<file path="src/rtl/vector_addsub_sequencer.sv">
// Vector add/sub sequencer: streams operand pairs into a pipelined FP32
// adder, tracks its latency and writes results back to a destination memory.
module vector_addsub_sequencer #(
    parameter int ADDR_W  = 4,
    parameter int LATENCY = 9
) (
    input  logic              clk,
    input  logic              rst,
    input  logic              start,
    input  logic              op_in,
    input  logic [ADDR_W:0]   len,
    output logic              rd_en,
    output logic [ADDR_W-1:0] rd_addr,
    input  logic [31:0]       rd_data_a,
    input  logic [31:0]       rd_data_b,
    output logic [31:0]       adder_a,
    output logic [31:0]       adder_b,
    output logic              adder_op,
    output logic              adder_ce,
    output logic              adder_start,
    output logic              outsider15,
    input  logic [31:0]       adder_result,
    output logic              wr_en,
    output logic [ADDR_W-1:0] wr_addr,
    output logic [31:0]       wr_data,
    output logic              busy,
    output logic              done
);

    typedef enum logic [1:0] {
        IDLE,
        ISSUE,
        DRAIN,
        FINISH
    } state_t;

    localparam logic [ADDR_W:0] ONE = (ADDR_W+1)'(1);

    state_t              state;
    state_t              state_nx;
    logic                op_q;
    logic [ADDR_W:0]     len_q;
    logic [ADDR_W:0]     rd_cnt;
    logic [ADDR_W:0]     wr_cnt;
    logic [ADDR_W:0]     wr_cnt_nx;
    logic                issue_v;
    logic [LATENCY-1:0]  vpipe;

    always_ff @(posedge clk or negedge rst) begin
        if (!rst) begin
            state   <= IDLE;
            op_q    <= 1'b0;
            len_q   <= '0;
            rd_cnt  <= '0;
            wr_cnt  <= '0;
            issue_v <= 1'b0;
            vpipe   <= '0;
        end else begin
            state   <= state_nx;
            issue_v <= rd_en;
            vpipe[0] <= issue_v;
            for (int i = 1; i < LATENCY; i++) begin
                vpipe[i] <= vpipe[i-1];
            end
            wr_cnt <= wr_cnt_nx;
            if (rd_en) begin
                rd_cnt <= rd_cnt + ONE;
            end
            if (state == IDLE && start) begin
                op_q   <= op_in;
                len_q  <= len;
                rd_cnt <= '0;
                wr_cnt <= '0;
            end
        end
    end

    // Leave DRAIN on the cycle the final write happens so done lands right after it
    assign wr_cnt_nx = wr_en ? wr_cnt + ONE : wr_cnt;

    always_comb begin
        state_nx = state;
        unique case (state)
            IDLE: begin
                if (start) begin
                    state_nx = (len != '0) ? ISSUE : FINISH;
                end
            end
            ISSUE: begin
                if (rd_cnt == len_q - ONE) begin
                    state_nx = DRAIN;
                end
            end
            DRAIN: begin
                if (wr_cnt_nx == len_q) begin
                    state_nx = FINISH;
                end
            end
            FINISH: state_nx = IDLE;
            default: state_nx = IDLE;
        endcase
    end

    assign busy        = (state != IDLE);
    assign done        = (state == FINISH);
    assign adder_ce    = busy;
    assign adder_start = busy;
    assign adder_op    = op_q;

    assign rd_en   = (state == ISSUE);
    assign rd_addr = rd_cnt[ADDR_W-1:0];

    // Operands are forced to zero outside their valid slot so reset shows all-zero outputs
    assign adder_a = issue_v ? rd_data_a : 32'h0;
    assign adder_b = issue_v ? rd_data_b : 32'h0;

    assign outsider15 = vpipe[LATENCY-1];
    assign wr_en      = outsider15;
    assign wr_addr    = wr_cnt[ADDR_W-1:0];
    assign wr_data    = outsider15 ? adder_result : 32'h0;

endmodule
</file>
<file path="config.mk">
export PLATFORM = sky130hd
export DESIGN_NAME = vector_addsub_sequencer
export DESIGN_NICKNAME = d
export VERILOG_FILES = /design/src/rtl/vector_addsub_sequencer.sv
export SDC_FILE = /design/constraint.sdc
export NUM_CORES = 1
export LEC_CHECK = 0
export BUFFER_PORTS_ARGS = -buffer_cell sky130_fd_sc_hd__buf_2
export CAP_MARGIN = 40
export CORE_AREA = 2 2 84 86
export CTS_BUF_LIST = sky130_fd_sc_hd__clkbuf_8
export CTS_CLUSTER_DIAMETER = 200
export DETAILED_ROUTE_END_ITERATION = 10
export DIE_AREA = 0 0 86 88
export PLACE_DENSITY = 0.74
export SLEW_MARGIN = 20
export SYNTH_ARGS = -nofsm -noshare
export SYNTH_HDL_FRONTEND = slang
export SYNTH_SLANG_ARGS = --single-unit
</file>
<file path="constraint.sdc">
create_clock -name clk -period 1.95 [get_ports clk]
set_input_delay 0.195 -clock clk [delete_from_list [all_inputs] [get_ports clk]]
set_output_delay 0.195 -clock clk [all_outputs]
set_load 0.1 [all_outputs]
</file>
; ---- Word level (Yosys, flattened, before mapping)
; Cells that the tools add are included.
; Widths: inputs -> output; s select.
[word_totals]
reg_bits = 28
in_bits = 105
output_inout_bits = 112
elab_cells = 36
[op_classes]
add_sub_neg = 3
n_eq_ne = 8
mux = 12
reduce_logical = 6
[ops]
columns = operator, n
row1 = $mux 32, 3
row2 = $mux 5, 4
row3 = $add 5x1->5 const B, 2
row4 = $eq 5x5->1, 2
row5 = $mux 2, 4
row6 = $pmux 2 s4, 1
row7 = $reduce_bool 5->1, 1
row8 = $sub 5x1->5 const B, 1
row9 = $eq 2x2->1 const B, 2
row10 = $ne 2x2->1 const B, 2
row11 = $reduce_bool 2->1, 2
row12 = $reduce_and 3->1, 1
row13 = $eq 2x1->1 const B, 1
row14 = $logic_not 2->1, 1
row15 = $ne 2x1->1 const B, 1
row16 = $logic_and 1x1->1, 1

; ---- Longest topological paths before layout
; Gate-level depths: netlist (run 1).
[logic_depth]
word_depth = 5
ltp_mapped = 8
depth_no_buf = 8

; ---- Least setup slack after synthesis (run 1)
; OpenSTA, ideal clock, no wires.
[synth_timing]
path_type = flip-flop to output port
start = register vpipe[8]
end = output port wr_data[10]
t_arrival_ps = 2257
required_ps = 1755
slack_ps = -502
stages_incl_launch_ff = 4
n_path_buf = 2
cell_sequence = dfrtp_1 buf_2 clkbuf_1 and2_1
[synth_via]
elab_chain_len = 1
[synth_lines]
columns = item, line
row1 = from (decl), 47  ; logic [LATENCY-1:0] vpipe;
row2 = "from (signal, indexed assignment)", 63  ; vpipe[i] <= vpipe[i-1];
row3 = $mux 32, 120  ; assign wr_data = outsider15 ? adder_result : 32'h0;
row4 = to (decl), 25  ; output logic [31:0] wr_data,
; Every way passes these cells.

; ---- Worst setup path in the final report (run 1)
[layout_timing]
start = register len_q[1]
end = register state[1]
[layout_via]
elab_chain_len = 4
[layout_lines]
columns = item, line
row1 = from (decl), 42  ; logic [ADDR_W:0] len_q;
row2 = from (signal assigned), 71  ; len_q <= len;
row3 = $sub 5x1->5, 90  ; if (rd_cnt == len_q - ONE) begin
row4 = $eq 5x5->1, 90
row5 = $ne 2x1->1 (no line), n/a
row6 = $reduce_and 3->1 (no line) *, n/a
row7 = to (signal assigned), 59  ; state <= state_nx;
row8 = to (decl), 39  ; state_t state;
; Every way passes the cells marked *; elsewhere a longest branch is shown, timed or not.
; A chain may end at the register's enable or synchronous reset.

==> results of run 1 <==
worst max-delay path by stage:
stage | depth (start not counted) | start | to | slack (ns)
floorplan | 7 | vpipe[8]$_DFF_PN0_ | state[1]$_DFFE_PN0P_ | 0.02
global placement | 7 | len_q[1]$_DFFE_PN0P_ | state[1]$_DFFE_PN0P_ | 0.13
detailed placement | 7 | len_q[1]$_DFFE_PN0P_ | state[1]$_DFFE_PN0P_ | 0.04
CTS | 7 | len_q[1]$_DFFE_PN0P_ | state[1]$_DFFE_PN0P_ | 0.02
global route | 7 | len_q[1]$_DFFE_PN0P_ | state[1]$_DFFE_PN0P_ | -0.01
finish | 7 | len_q[1]$_DFFE_PN0P_ | state[1]$_DFFE_PN0P_ | 0.07
routing by layer:
layer,wire length (um),part of all wire,up-vias
li1,-,-,1138
met3,1130,0.13,8
met2,4650,0.54,145
met5,34,0.0040,-
met1,2700,0.31,1093
met4,70,0.0082,4
cells in the final DEF (no fill, tap or decap):
cell	Yosys	layout
o21ai_0	2	2
buf_12	0	64
dfrtp_1	28	26
o41ai_2	1	1
nor2_1	12	11
or4_1	2	2
nor2_2	0	1
mux2i_1	3	3
diode_2	0	1
o211ai_1	1	1
nand2_1	18	18
buf_2	1	152
a22oi_1	1	1
xor2_1	9	8
nand4_1	4	4
o22ai_2	1	1
inv_1	6	4
inv_2	0	1
ha_1	8	6
bufinv_16	0	1
buf_4	11	6
clkinvlp_4	0	1
nor4_1	1	1
ha_2	0	2
nand2_2	1	1
and2_2	0	32
clkbuf_8	0	3
nand3b_1	1	1
xnor2_1	11	11
nor3_2	1	1
dfrtp_2	0	2
and2_1	97	65
a31oi_1	1	1
a21oi_1	2	2
nand4b_1	1	1
xor2_2	0	1
dlygate4sd3_1	0	1
nor3_1	2	2
logic make-up after synthesis:
family,after synthesis,share of synthesized area
xor gates and xnor gates,20,0.0851
and+or+nand+nor,140,0.393
AOI/OAI and AO/OA,9,0.0340
adders and majority gates,8,0.0486
muxes,3,0.0146
buffers and inverters,33,0.0845
DFF,28,0.340
sequential cells by signal, indices dropped and copies added, names as in the netlist:
register  flops
adder_op      1
vpipe         9
rd_cnt        5
wr_cnt        5
issue_v       1
state         2
len_q         5
tightest hold or removal path, stage by stage:
cell and delay (ns):
buf_2 0.07, nand2_1 0.04, nand2_1 0.05
what timing repair did:
action,4_1_cts,5_1_grt
hold endpoints to repair,28,0
endpoints found under the setup margin,0,2
buffers inserted,0,2
resized for setup,0,2
hold buffers,1,0
through the flow:
stage | instance area [um2] | hold WS, ns | setup TNS (ns)
floorplan | 2110 | -0.101 | 0
global placement | 4130 | 0.234 | 0
detailed placement | 4130 | 0.242 | 0
CTS | 4210 | 0.111 | 0
global route | 4240 | 0.131 | -0.0141
finish | 4240 | 0.110 | 0
final cells by class:
type | instances | share of cell area
antenna | 1 | 0.000590
clock inverter | 1 | 0.00708
clock buffer | 3 | 0.00974
sequential | 28 | 0.166
timing repair buffer | 223 | 0.495
inverter | 6 | 0.00620
multi-input combinational | 180 | 0.292
tap | 80 | 0.0236
==> flow_summary_export.csv, run 1 <==
group,metric,value,unit
critical_path,r2r_end,"state[1]$_DFFE_PN0P_",
timing,setup_viol,0,
finish,num-fill-cells,521,
clocking,numCtsBuffers,3,
finish,drive_gt1_frac,0.612,
floorplan,die_h,88,um
timing,tightest_slew,0.622,ns
route,viasPerCell,4.57,
critical_path,path_buf_inv,1,
route,drtIter0Drc,93,
status,status,"finished clean",
finish,finalNetCount,555,
critical_path,r2r_slack,0.07,ns
synth,synthDistinctLibCells,28,
place,io_buffer_count,216,
timing,hold_viol_final,0,
global_routing,grt_antenna_before_repair,3,
synth,synthArstFlopShare,1.00,
clocking,cts.sinks,28,
global_routing,track_usage,0.220,
clocking,path_clk_slew,0.09,ns
timing,setup_ws,0.0664,ns
synth,ys_top_cells_by_area,"dfrtp_1, and2_1, ha_1",
finish,seq_area,703,um2
run,maxCapViolations,0,
hold_path,min_path_type,"in -> reg",
critical_path,crit_arrival,2.08,ns
global_routing,gr-usage-met3,0.101,
synth,ys_ff_latch,28,
place,gp_congestion,0.849,
floorplan,die_x,86,um
synth,seq_area_frac_synth,0.340,
timing,maxSlewViolCount,0,
synth,synth_most_common_cell,"and2_1",
timing,period_minus_slack,1.88,ns
finish,multiInputGateArea,0.00124,mm2
route,postRouteAntennaNets,0,
critical_path,crit_required,2.15,ns
synth,synth_top_area_frac,0.340,
route,vias,2388,
route,drtPass1Iterations,4,
clocking,clkLatencyLatePin,0.27,ns
critical_path,path_class,"reg -> reg",
finish,final_cells,522,
global_routing,grt_overflow,0,
critical_path,r2r_start,"len_q[1]$_DFFE_PN0P_",
synth,synth_cells,241,
global_routing,grt_max_degree,66,
floorplan,ios,217,
global_routing,grt_pass1_wl,12500,um
synth,synth_top_area_cell,"dfrtp_1",
floorplan,num_rows,30,
timing,max_slew_margin,0.585,
timing,finalCritPeriodShare,0.966,
synth,dominantRegCellSynth,"dfrtp_1",
floorplan,fp.coreArea,0.00664,mm2
timing,clock_skew,0.00204,ns
synth,synth.net_count,354,
floorplan,start_util,0.310,
route,routedWlPerCell,16.5,um
finish,postLayoutCoreUtil,0.638,
place,dp_slack,0.0445,ns
critical_path,crit_path_end_kind,"flip-flop",
route,drc,0,
clocking,clock_tree.buffer_depth,2,
place,dp_cells,514,
critical_path,slowest_delay,0.49,ns
clocking,clk_root_buffer_cell,"clkbuf_8",
critical_path,crit_fanout,4,
synth,ys.warnings.count,0,
clocking,tritoncts,"done",
floorplan,die-area,0.00757,mm2
timing,fmax,0.531,GHz
global_routing,grt_pass1_vias,2495,
place,place_hpwl,7360,um
critical_path,critPathLaunchType,"flip-flop",
synth,ys_top_cells_by_count,"and2_1, dfrtp_1, nand2_1, clkbuf_1, nor2_1",
critical_path,cp_cell_sequence,"inv_1 -> ha_1 -> xnor2_1 -> or4_1 -> o22ai_2 -> nand2_2 -> mux2i_1",
synth,syn_area_per_cell,8.54,um2
synth,synth_area,0.00206,mm2
hold_path,holdPathStages,3,
global_routing,top_usage_layer,"met2",
finish,synthToLayoutAreaGrowth,106,%
synth,synth_edf_count,0,
hold_path,hp-start,"op_in",
hold_path,holdPathEnd,"adder_op$_DFFE_PN0P_",
critical_path,reg2reg_depth,7,
critical_path,worst_path_max_delay_cell,"or4_1",
route,wirelength,8590,um
clocking,htreeDepth,1,
critical_path,critical-path-top-delay-family,"simple AND/OR/NAND/NOR gates",
global_routing,grt_use_met2,0.443,
global_routing,use_met1,0.206,
Power of run 1 is left out: the tool's default activity adds up to more than one toggle a clock period on the data nets, which glitch-free logic cannot reach.
==> inputs of run 2 (changes only) <==
- ABC_AREA: default -> 1
- CORE_AREA: 2 2 84 86 -> 2 2 83 85
- DIE_AREA: 0 0 86 88 -> 0 0 85 87
- PLACE_DENSITY: 0.74 -> 0.79
- SETUP_SLACK_MARGIN: default -> 0.5
- clock period: 1.95 -> 1.9 ns (I/O delays scaled with it)
==> run 2 against run 1 <==
Against the previous run: the flow now stops in 4_1_cts; synthesized cell count is 64% higher; area after synthesis is 11% higher.
==> flow_summary_export.csv, run 2 <==
group,metric,value,unit
status,status,"did not finish",
status,lastStage,"4_1_cts",
status,firstError,"[ERROR DPL-0033] detailed placement checks failed during check placement.",
floorplan,ios,217,
clocking,clock_tree.buffer_depth,2,
synth,syn_area_per_cell,5.78,um2
floorplan,die_x,85,um
synth,ys_top_cells_by_area,"dfrtp_1, nand2_1, inv_1",
clocking,htreeDepth,1,
clocking,hold_buffers,1,
synth,synth_area,0.00229,mm2
synth,synth_cells,396,
floorplan,die_h,87,um
clocking,cts_setup_buffers,20,
place,io_buffer_count,216,
synth,synth_edf_count,0,
synth,synth_adder_area_share,0.0438,
synth,synth_top_area_frac,0.306,
floorplan,start_util,0.348,
synth,dominantRegCellSynth,"dfrtp_1",
clocking,clk_root_buffer_cell,"clkbuf_8",
place,place_hpwl,8720,um
synth,synth_most_common_cell,"nand2_1",
synth,synth-xor-area-share,0,
clocking,numCtsBuffers,3,
clocking,cts.repair.resized,130,
synth,synth_top_area_cell,"dfrtp_1",
synth,ys_ff_latch,28,
synth,ys.warnings.count,0,
floorplan,num_rows,30,
synth,ys_top_cells_by_count,"nand2_1, inv_1, dfrtp_1, nor2_1, nand3_1",
synth,synth_compound_gate_area_share,0.0416,
synth,synthArstFlopShare,1.00,
synth,synth-simple-area-share,0.352,
synth,synth_mux_area_frac,0,
synth,synth.net_count,509,
place,gp_congestion,0.883,
synth,seq_area_frac_synth,0.306,
synth,synth_top_family_by_area,"simple AND/OR/NAND/NOR gates",
clocking,cts.sinks,28,
synth,synthDistinctLibCells,22,
## run 2: changes by cell type after synthesis, sizes merged, moves of 4 or more
cell and change:
a21oi +5, and2 -97, inv +113, nand2 +140, nand3 +15, nand4 -4, nor2 +5, o21ai +5
xnor2 -11, xor2 -9
## run 2: kinds of logic after synthesis
logic type | count (synthesis)
and+or+nand+nor | 201
AOI/OAI and AO/OA | 16
buffers and inverters | 143
adders and majority gates | 8
DFF | 28
## run 2: per-stage QoR
stage	hold slack, ns	std cells	setup slack (ns)	instance area, um2	util
after detailed placement	0.242	672	0.0934	5470	0.832
after global placement	0.227	672	0.296	5470	0.832
after floorplan	-0.106	396	0.186	3010	-
==> inputs of run 3 (changes only) <==
- CORE_AREA: 2 2 83 85 -> default
- CORE_UTILIZATION: default -> 24
- CTS_BUF_LIST: sky130_fd_sc_hd__clkbuf_8 -> default
- CTS_CLUSTER_DIAMETER: 200 -> default
- DIE_AREA: 0 0 85 87 -> default
- PLACE_DENSITY: 0.79 -> default
- PLACE_DENSITY_LB_ADDON: default -> 0.15
- SETUP_SLACK_MARGIN: 0.5 -> default
==> run 3 against run 2 <==
Against the previous run: the run now ends clean; area after synthesis stayed put; synthesized cell count did not move.
==> flow_summary_export.csv, run 3 <==
group,metric,value,unit
status,status,"finished clean",
finish,seq_area,703,um2
synth,synth_area,0.00229,mm2
timing,clock_skew,0.00458,ns
route,drtIter0Drc,87,
place,io_buffer_count,216,
finish,layout_commonest_cell,"nand2_1",
synth,synth_mux_area_frac,0,
synth,ys_top_cells_by_count,"nand2_1, inv_1, dfrtp_1, nor2_1, nand3_1",
floorplan,die_x,99.6,um
route,routedWlPerCell,11.3,um
clocking,tritoncts,"done",
timing,fmax,0.560,GHz
hold_path,min_path_type,"in -> reg",
finish,finalNetCount,712,
synth,synth_top_area_frac,0.306,
critical_path,reg2reg_depth,11,
synth,ys_ff_latch,28,
critical_path,worst_path_max_delay_cell,"buf_2",
synth,synth_adder_area_share,0.0438,
clocking,htreeDepth,1,
finish,n_antenna_cell,0,
global_routing,track_usage,0.165,
synth,synth-xor-area-share,0,
floorplan,die-area,0.00992,mm2
synth,synth_top_family_by_area,"simple AND/OR/NAND/NOR gates",
clocking,cts.sinks,28,
critical_path,slowest_delay,0.46,ns
route,drtPass1Iterations,4,
run,maxCapViolations,0,
synth,ys.warnings.count,0,
global_routing,grt_max_degree,66,
global_routing,grt_pass1_vias,2800,
global_routing,grt_pass1_wl,13000,um
synth,synth_most_common_cell,"nand2_1",
finish,num-fill-cells,836,
route,wirelength,8230,um
global_routing,grt_overflow,0,
synth,synth-simple-area-share,0.352,
critical_path,crit_required,1.71,ns
synth,syn_area_per_cell,5.78,um2
synth,dominantRegCellSynth,"dfrtp_1",
timing,finalSetupTns,0,ns
floorplan,fp.coreArea,0.00924,mm2
critical_path,crit_path_end_kind,"output pin",
clocking,path_clk_slew,0.10,ns
hold_path,holdPathStages,3,
timing,max_slew_margin,0.587,
timing,maxSlewViolCount,0,
timing,period_minus_slack,1.79,ns
global_routing,grt_antenna_before_repair,0,
synth,synth_edf_count,0,
timing,hold_viol_final,0,
critical_path,cp_cell_sequence,"inv_1 -> ha_2 -> buf_2",
finish,synthToLayoutAreaGrowth,121,%
timing,finalCritPeriodShare,0.940,
critical_path,crit_arrival,1.60,ns
synth,synth_cells,396,
finish,largest_reg_flops,9,
synth,synthDistinctLibCells,22,
floorplan,ios,217,
floorplan,start_util,0.248,
timing,hold_ws,0.0943,ns
route,postRouteAntennaNets,0,
timing,setup_viol,0,
floorplan,num_rows,35,
route,viasPerCell,3.98,
clocking,clock_tree.buffer_depth,2,
critical_path,crit_fanout,9,
clocking,numCtsBuffers,3,
synth,synth_top_area_cell,"dfrtp_1",
floorplan,die_h,99.6,um
finish,multiInputGateArea,0.00100,mm2
timing,tightest_slew,0.620,ns
synth,synth.net_count,509,
finish,final_cell_mix,"nand2_1, buf_2, buf_12",
critical_path,path_class,"reg -> out",
synth,seq_area_frac_synth,0.306,
finish,top_register,"vpipe",
place,gp_congestion,0.843,
route,vias,2890,
finish,drive_gt1_frac,0.446,
route,drc,0,
clocking,clkLatencyLatePin,0.28,ns
synth,ys_top_cells_by_area,"dfrtp_1, nand2_1, inv_1",
synth,synthArstFlopShare,1.00,
critical_path,critPathLaunchType,"flip-flop",
synth,synth_compound_gate_area_share,0.0416,
clocking,clk_root_buffer_cell,"clkbuf_8",
place,place_hpwl,7140,um
## run 3: cell counts after synthesis
No cell type changed its count.
## run 3: final timing paths
kind | start | endpoint | slack, ns
max | state[1]$_DFFE_PN0P_ | rd_en | 0.11
max reg2reg | len_q[0]$_DFFE_PN0P_ | state[0]$_DFFE_PN0P_ | 0.20
max in group asynchronous | rst | issue_v$_DFF_PN0_ | 1.01
min reg2reg | vpipe[4]$_DFF_PN0_ | vpipe[5]$_DFF_PN0_ | 0.36
min in group asynchronous | rst | len_q[4]$_DFFE_PN0P_ | 0.44
min | op_in | adder_op$_DFFE_PN0P_ | 0.09
## run 3: layout make-up
| class | instances | area share |
|---|---|---|
| clock buffer | 3 | 0.00817 |
| clock inverter | 1 | 0.00594 |
| inverter | 120 | 0.111 |
| multi-input combinational | 225 | 0.199 |
| sequential | 28 | 0.139 |
| tap | 129 | 0.0319 |
| timing repair buffer | 221 | 0.505 |
## run 3: routing by layer
metal	part of all wire	vias up	GRT usage
li1	-	1500	-
met2	0.51	140	0.316
met3	0.13	6	0.0836
met1	0.35	1244	0.158
met5	0	-	0
met4	0.0090	0	0.0339
## run 3: worst max-delay path: cells and delay by family, from the launching register on
family,cells,cell delay (ns)
fa+ha+maj,1,0.30
buf+inv,2,0.58
flops,1,0.44
## run 3: kinds of logic after synthesis
group                      Yosys count
DFF                                 28
and+or+nand+nor                    201
buffers and inverters              143
AOI/OAI and AO/OA                   16
adders and majority gates            8
## run 3: timing repair
action / in CTS / in global routing
setup buffers: 0 / 1
hold buffers: 1 / 0
endpoints found under the hold margin: 28 / 0
endpoints found under the setup margin: 0 / 4
gates resized for setup: 0 / 2
## run 3: stage by stage
stage           util  std cells  worst slack (ns)  cell area, um2
2_1_floorplan      -        396         -0.000212            2400
3_3_place_gp   0.537        721             0.282            4960
3_5_place_dp   0.537        721             0.186            4960
4_1_cts        0.545        726            0.0427            5040
5_1_grt        0.547        727           -0.0245            5050
6_report       0.547        727             0.115            5050
Power of run 3 is left out for the same reason.
==> inputs of run 4 (changes only) <==
- CORE_UTILIZATION: 24 -> 26
- clock period: 1.9 -> 2.03 ns (I/O delays scaled with it)
==> run 4 against run 3 <==
Against the previous run: clock skew up 0.00088 ns; sequential share of layout area up 1.3 points; final cell count down 3.2%; register-to-register slack better by 0.10 ns; flip-flop and latch count unchanged; critical path depth up 1; hold slack better by 0.015 ns; global-route usage down 0.24 points; design area down 8.7%; via count up 1.1%.
==> flow_summary_export.csv, run 4 (synthesis gave the netlist of run 3 again) <==
group,metric,value,unit
global_routing,grt_pass1_wl,11500,um
route,drc,0,
place,place_hpwl,6660,um
clocking,cts.sinks,28,
global_routing,grt_antenna_before_repair,2,
route,drtIter0Drc,66,
finish,postLayoutCoreUtil,0.550,
route,drtPass1Iterations,4,
finish,finalNetCount,711,
critical_path,crit_fanout,20,
route,viasPerCell,4.15,
finish,largest_reg_flops,9,
clocking,clkLatencyLatePin,0.28,ns
hold_path,holdPathEnd,"adder_op$_DFFE_PN0P_",
route,wl_met1,2570,um
timing,rsz0062_at_grt,"false",
route,vias,2923,
critical_path,reg2reg_depth,11,
hold_path,hp-start,"op_in",
floorplan,die-area,0.00918,mm2
critical_path,r2r_slack,0.30,ns
route,routedWlPerCell,11.0,um
timing,maxSlewViolCount,0,
status,status,"finished clean",
timing,finalSetupTns,0,ns
hold_path,min_path_type,"in -> reg",
clocking,tritoncts,"done",
timing,clock_skew,0.00545,ns
timing,period_minus_slack,1.89,ns
global_routing,track_usage,0.163,
critical_path,crit_path_end_kind,"output pin",
timing,max_slew_margin,0.577,
route,top_layer_used,"met4",
clocking,numCtsBuffers,3,
timing,finalCritPeriodShare,0.929,
run,maxCapViolations,0,
global_routing,grt_max_degree,66,
finish,num-fill-cells,846,
floorplan,die_h,95.8,um
floorplan,fp.coreArea,0.00838,mm2
finish,top_register,"vpipe",
route,wl_met3,1070,um
clocking,cts_setup_buffers,0,
floorplan,start_util,0.273,
hold_path,holdPathStages,3,
timing,setup_viol,0,
floorplan,num_rows,33,
clocking,clk_root_buffer_cell,"clkbuf_8",
floorplan,die_x,95.8,um
timing,fmax,0.530,GHz
route,wirelength,7770,um
clocking,path_clk_slew,0.10,ns
finish,final_cell_mix,"nand2_1, buf_2, inv_1",
finish,layout_commonest_cell,"nand2_1",
critical_path,critPathLaunchType,"flip-flop",
timing,hold_viol_final,0,
route,wl_met2,3970,um
finish,synthToLayoutAreaGrowth,102,%
global_routing,grt_pass1_vias,2538,
critical_path,r2r_end,"state[0]$_DFFE_PN0P_",
timing,tightest_slew,0.634,ns
place,io_buffer_count,216,
critical_path,r2r_start,"len_q[0]$_DFFE_PN0P_",
floorplan,ios,217,
clocking,htreeDepth,1,
finish,drive_gt1_frac,0.444,
critical_path,crit_required,1.83,ns
critical_path,crit_arrival,1.68,ns
global_routing,grt_overflow,0,
clocking,clock_tree.buffer_depth,2,
critical_path,path_class,"reg -> out",
route,postRouteAntennaNets,0,
place,gp_congestion,0.828,
[run 4: cell types whose count changed in the layout (fill, tap and decap cells not counted)]
cell      delta
clkbuf_4    +18
ha_1         +1
ha_2         -1
buf_12      -30
buf_2       +12
diode_2      +2
buf_4        -1
[run 4: stage by stage]
step / worst slack, ns / instances / area [um2] / hold WS [ns]
2_1_floorplan: 0.0633 / 396 / 2400 / -0.0926
3_3_place_gp: 0.339 / 697 / 4480 / 0.253
3_5_place_dp: 0.289 / 697 / 4480 / 0.262
4_1_cts: 0.0200 / 702 / 4560 / 0.107
5_1_grt: 0.0238 / 704 / 4610 / 0.130
6_report: 0.144 / 704 / 4610 / 0.110
[run 4: repair_timing]
action / 4_1_cts / 5_1_grt
hold buffers: 1 / 0
resized for setup: 0 / 20
endpoints found under the setup margin: 0 / 20
hold endpoints to repair: 28 / 0
[run 4: how the worst max path moves through the flow]
| stage | from | end | slack, ns | depth (start not counted) |
|---|---|---|---|---|
| 3_3_place_gp | len_q[0]$_DFFE_PN0P_ | state[0]$_DFFE_PN0P_ | 0.34 | 11 |
| 4_1_cts | vpipe[8]$_DFF_PN0_ | wr_data[28] | 0.02 | 4 |
| 2_1_floorplan | state[1]$_DFFE_PN0P_ | rd_cnt[3]$_DFFE_PN0P_ | 0.06 | 6 |
| 3_5_place_dp | len_q[0]$_DFFE_PN0P_ | state[0]$_DFFE_PN0P_ | 0.29 | 13 |
| 5_1_grt | vpipe[8]$_DFF_PN0_ | wr_data[30] | 0.02 | 4 |
| 6_report | vpipe[8]$_DFF_PN0_ | wr_data[4] | 0.14 | 4 |
[run 4: layout make-up]
type	instances	area (um2)	share of cell area
antenna	2	5.00	0.00109
clock buffer	3	41.3	0.00895
clock inverter	1	30.0	0.00651
inverter	120	563	0.122
multi-input combinational	225	1000	0.217
sequential	28	703	0.152
tap	105	131	0.0285
timing repair buffer	220	2140	0.463
[run 4: metal layers]
layer	vias to the layer above	global-route usage
li1	1509	-
met1	1270	0.149
met2	134	0.301
met3	10	0.0948
met4	0	0.0522
met5	-	0
[run 4: worst max-delay path, stage by stage, from the launching register on]
cell and delay [ns]:
dfrtp_2 0.61, buf_4 0.29, nand2_1 0.12, clkinvlp_4 0.08
clkbuf_4 0.31
Power of run 4 is left out for the same reason.
